File: src/rtl/serial_word_feeder.sv
// Parallel-to-serial front end for the 1010 detector: takes WIDTH-bit words over valid/ready
// and emits them one bit per clock. A one-word holding buffer lets back-to-back words stream gap-free.
module serial_word_feeder #(
  parameter int   WIDTH     = 8,
  parameter int   MSB_FIRST = 1,
  parameter logic IDLE_BIT  = 1'b0
) (
  input  logic             clk,
  input  logic             rst,
  input  logic [WIDTH-1:0] word_in,
  input  logic             word_valid,
  output logic             word_ready,
  output logic             data_out,
  output logic             bit_valid,
  output logic             last_bit,
  output logic             busy
);

  localparam int CW = $clog2(WIDTH);
  localparam logic [CW-1:0] LAST_CNT = CW'(WIDTH - 1);
  localparam logic [WIDTH-1:0] FILL = {WIDTH{IDLE_BIT}};

  typedef enum logic {IDLE, SHIFT} state_t;

  state_t           state_q, state_d;
  logic [CW-1:0]    cnt_q, cnt_d;
  logic [WIDTH-1:0] shift_q, shift_d;
  logic [WIDTH-1:0] hold_q, hold_d;
  logic             holdFull_q, holdFull_d;

  logic             xfer;
  logic             atLast;
  logic [WIDTH-1:0] shifted;

  assign word_ready = ~holdFull_q;
  assign xfer       = word_valid & ~holdFull_q;
  assign atLast     = (cnt_q == LAST_CNT);
  assign shifted    = (MSB_FIRST != 0) ? {shift_q[WIDTH-2:0], IDLE_BIT}
                                       : {IDLE_BIT, shift_q[WIDTH-1:1]};

  always_ff @(posedge clk) begin
    if (!rst) begin
      state_q    <= IDLE;
      cnt_q      <= '0;
      shift_q    <= FILL;
      hold_q     <= FILL;
      holdFull_q <= 1'b0;
    end else begin
      state_q    <= state_d;
      cnt_q      <= cnt_d;
      shift_q    <= shift_d;
      hold_q     <= hold_d;
      holdFull_q <= holdFull_d;
    end
  end

  // On the last bit, a pending held word wins over a bypass; word_ready is low then anyway.
  always_comb begin
    state_d    = state_q;
    cnt_d      = cnt_q;
    shift_d    = shift_q;
    hold_d     = hold_q;
    holdFull_d = holdFull_q;
    unique case (state_q)
      IDLE: begin
        if (xfer) begin
          shift_d = word_in;
          cnt_d   = '0;
          state_d = SHIFT;
        end
      end
      SHIFT: begin
        if (!atLast) begin
          shift_d = shifted;
          cnt_d   = cnt_q + 1'b1;
          if (xfer) begin
            hold_d     = word_in;
            holdFull_d = 1'b1;
          end
        end else if (holdFull_q) begin
          shift_d    = hold_q;
          holdFull_d = 1'b0;
          cnt_d      = '0;
        end else if (xfer) begin
          shift_d = word_in;
          cnt_d   = '0;
        end else begin
          shift_d = FILL;
          cnt_d   = '0;
          state_d = IDLE;
        end
      end
      default: state_d = IDLE;
    endcase
  end

  assign bit_valid = (state_q == SHIFT);
  assign last_bit  = bit_valid & atLast;
  assign busy      = bit_valid | holdFull_q;
  assign data_out  = bit_valid ? ((MSB_FIRST != 0) ? shift_q[WIDTH-1] : shift_q[0]) : IDLE_BIT;

endmodule
File: config.mk
export PLATFORM = sky130hd
export DESIGN_NAME = serial_word_feeder
export DESIGN_NICKNAME = d
export VERILOG_FILES = /design/src/rtl/serial_word_feeder.sv
export SDC_FILE = /design/constraint.sdc
export NUM_CORES = 1
export LEC_CHECK = 0
export ABC_AREA = 1
export CAP_MARGIN = 10
export CORE_MARGIN = 3
export CORE_UTILIZATION = 50
export DETAILED_ROUTE_END_ITERATION = 12
export PLACE_DENSITY = 0.74
export SETUP_SLACK_MARGIN = 0.4
export SLEW_MARGIN = 25
export SYNTH_ARGS = -nofsm -noshare
export SYNTH_HDL_FRONTEND = slang
export SYNTH_SLANG_ARGS = --single-unit
File: constraint.sdc
create_clock -name clk -period 1.8 [get_ports clk]
set_clock_uncertainty 0.1 [all_clocks]
set_input_delay 0.27 -clock clk [delete_from_list [all_inputs] [get_ports clk]]
set_output_delay 0.27 -clock clk [all_outputs]
set_load 0.005 [all_outputs]
==> flow_metrics.py <==
metrics = {
    "status": {
        "status": "finished, final reports clean",
    },
    "timing": {
        "fmax_ghz": 0.635,
        "maxSlewHeadroom_pct": 64.6,
        "slew_violations": 0,
        "rsz0062_at_grt": "true",
        "tns_ps": 0,
        "setup_viol": 0,
        "hold_viol": 0,
        "setup_slack_ps": 224,
        "worst_slew_pin_slew_ps": 531,
        "period_needed_ps": 1580,
        "period_share_pct": 87.6,
        "holdWs_ps": 364,
    },
    "placed_design": {
        "place_ws_ps": 98.7,
        "hpwlAfterDp_um": 1750,
        "gp_congestion": 0.805,
        "portBuffers": 15,
    },
    "drt": {
        "route.detailed.drc": 0,
        "routedWlPerCell_um": 14.4,
        "route.vias.total": 1153,
        "dr_wl_met2_um": 1520,
        "ant_nets": 0,
        "top_layer": "met4",
        "drtPass1Iterations": 4,
        "routed_wl_um": 3140,
        "vias_per_cell": 5.31,
        "drt_iter0_drc": 42,
        "met1_length_um": 1360,
        "wl_met3_um": 151,
    },
    "power_and_ir_drop": {
        "power_density_nw_per_um2": 660,
        "power.leakage_nw": 0.670,
        "internal-power_mw": 0.696,
        "p_sw_share_pct": 31.2,
        "p_sw_mw": 0.316,
        "clkPwrFrac_pct": 23.4,
        "seqPwrFrac_pct": 51.4,
        "ir_drop_uv": 503,
        "combPwrFrac_pct": 25.1,
    },
    "global_routing": {
        "gr-total-overflow": 0,
        "antenna_found_initial": 0,
        "grt_usage_pct": 23.8,
        "grt_pass1_wl_um": 4730,
        "grt_pass1_vias": 1034,
        "grt_max_degree": 14,
    },
    "clock_network": {
        "cts_buffers": 3,
        "cts_buffer_depth": 2,
        "cts_tree": "done",
        "clock_latency_ps": 310,
        "clock_sinks": 21,
        "htreeDepth": 1,
        "path_clk_slew_ps": 120,
        "ctsRootBufferMaster": "clkbuf_4",
    },
    "floorplanning": {
        "die_width_um": 52.0,
        "die_h_um": 52.0,
        "dieArea_um2": 2700,
        "io_pins": 16,
        "core-area_um2": 1980,
        "start_util_pct": 53.3,
        "core.rowCount": 16,
    },
    "finish": {
        "synthToLayoutAreaGrowth_pct": 44.9,
        "nFillCells": 144,
        "post-route-util_pct": 77.3,
        "final_net_count": 205,
        "drive_gt1_share_pct": 33.7,
        "antenna_cells": 0,
    },
    "critical_path": {
        "cp_max_fo": 2,
        "worstSetupStartpointType": "register",
        "max_stage_delay_ps": 360,
        "arrival_ps": 1210,
        "cp.required_ps": 1430,
        "crit_top_cell": "ha_4",
        "r2r_slack_ps": 270,
        "crit_chain": "ha_4 -> ha_4 -> nand2_4 -> inv_2 -> clkbuf_2",
        "crit_type": "register to output pin",
        "crit_buf_inv": 2,
        "cp_top_family": "flip-flops",
        "crit_slowest_cell": "dfxtp_2",
        "critPathCaptureType": "output pin",
    },
    "yosys": {
        "synth-main-ff-cell": "dfxtp_1",
        "yosysMostFrequentCell": "nand2_1",
        "yosys_register_bits": 21,
        "syn_nets": 172,
        "synthTopCellsByArea": "dfxtp_1 (40%), nand2_1 (18%), a21oi_1 (9.0%)",
        "synth.distinct_cells": 21,
        "ys_seq_area_share_pct": 39.8,
        "synth_common_cells": "nand2_1 (50), dfxtp_1 (21), a21oi_1 (19), inv_1 (13), nand3_1 (13)",
        "syn-cell-area_um2": 1060,
        "yosys.area.top_type": "dfxtp_1",
        "synth.avg_cell_area_um2": 6.69,
        "syn_inst": 158,
        "synth-edff-count": 0,
        "synth_top_area_share_pct": 39.8,
        "yosys_warnings": 0,
        "async_flop_share_pct": 0,
    },
    "run": {
        "maxCapViolCount": 0,
    },
    "min_path": {
        "hp-class": "register to register",
    },
}
## timing repair
action | 4_1_cts | 5_1_grt
gates resized for setup | 36 | 25
endpoints found under the setup margin | 21 | 22
setup buffers | 9 | 3
hold buffers | 0 | 0
pin swaps | 3 | 5
cloned | 1 | 0
## per-stage QoR
stage          power (mW)  area, um2  cells
6_report             1.01       1530    217
5_1_grt              1.07       1530    217
4_1_cts             0.968       1440    214
3_5_place_dp        0.719       1250    200
3_3_place_gp        0.714       1250    200
2_1_floorplan       0.644       1070    158
## routing by layer
metal / up-vias / global-route usage [%]
met3: 10 / 3.72
met1: 531 / 29.5
met4: 0 / 11.8
met2: 42 / 39.7
li1: 570 / -
met5: - / 0
## worst paths after layout
| check | start | end | cells after the start |
|---|---|---|---|
| setup / recovery | cnt_q[0] | last_bit | 5 |
| hold / removal | hold_q[1] | hold_q[1] | 2 |
| setup reg to reg | cnt_q[0] | shift_q[6] | 8 |
| hold reg to reg | hold_q[1] | hold_q[1] | 2 |
## layout make-up
| type | count | area [um2] | share of cell area, % |
|---|---|---|---|
| Multi-Input combinational cell | 115 | 651 | 42.5 |
| Timing Repair Buffer | 32 | 305 | 19.9 |
| Sequential cell | 21 | 432 | 28.2 |
| Clock buffer | 3 | 22.5 | 1.47 |
| Tap cell | 27 | 33.8 | 2.21 |
| Inverter | 18 | 82.6 | 5.39 |
| Clock inverter | 1 | 5.00 | 0.327 |
## logic make-up after synthesis
kind of cell	synth area share, %
AND/OR/NAND/NOR	32.4
flip-flops	39.8
AO/OA/AOI/OAI	14.9
buffers and inverters	9.35
adder cells (fa/ha/maj)	3.55
## cells in the final DEF, fill, tap and decap left out
cell,synthesis,routed
a21oi_1,19,12
a21oi_2,1,8
buf_12,0,1
buf_4,0,12
buf_6,1,5
buf_8,0,1
clkbuf_2,0,1
clkbuf_4,0,3
clkdlybuf4s15_1,0,1
clkdlybuf4s50_1,0,10
clkinv_2,1,2
clkinv_4,0,1
clkinvlp_4,0,1
dfxtp_1,21,16
dfxtp_2,0,3
dfxtp_4,0,2
dlygate4sd2_1,0,1
ha_4,0,3
inv_1,13,10
inv_2,3,3
inv_4,0,2
nand2_1,50,47
nand2_2,4,5
nand2_4,0,3
nand3_1,13,13
nor2_1,11,11
nor2_4,1,2
o21ai_0,5,1
o21ai_1,4,4
o21ai_2,1,5
or2_2,1,1
## state kept, by name, indices dropped and copies added, names as in the netlist
name,flops
bit_valid,1
cnt_q,3
hold_q,8
shift_q,8
holdFull_q,1
## power groups by stage
| stage | Clock [mW] | Combinational, mW | Sequential (mW) |
|---|---|---|---|
| after floorplan | 0 | 0.119 | 0.525 |
| after global placement | 0 | 0.184 | 0.530 |
| after detailed placement | 0 | 0.189 | 0.531 |
| after CTS | 0.233 | 0.219 | 0.516 |
| after global routing | 0.268 | 0.280 | 0.523 |
| final | 0.237 | 0.254 | 0.520 |
## tightest hold or removal path, stage by stage (launching register included)
cell and delay [ps]:
dfxtp_1 320, inv_1 60, a21oi_1 50
(Power assumes the default switching activity.)
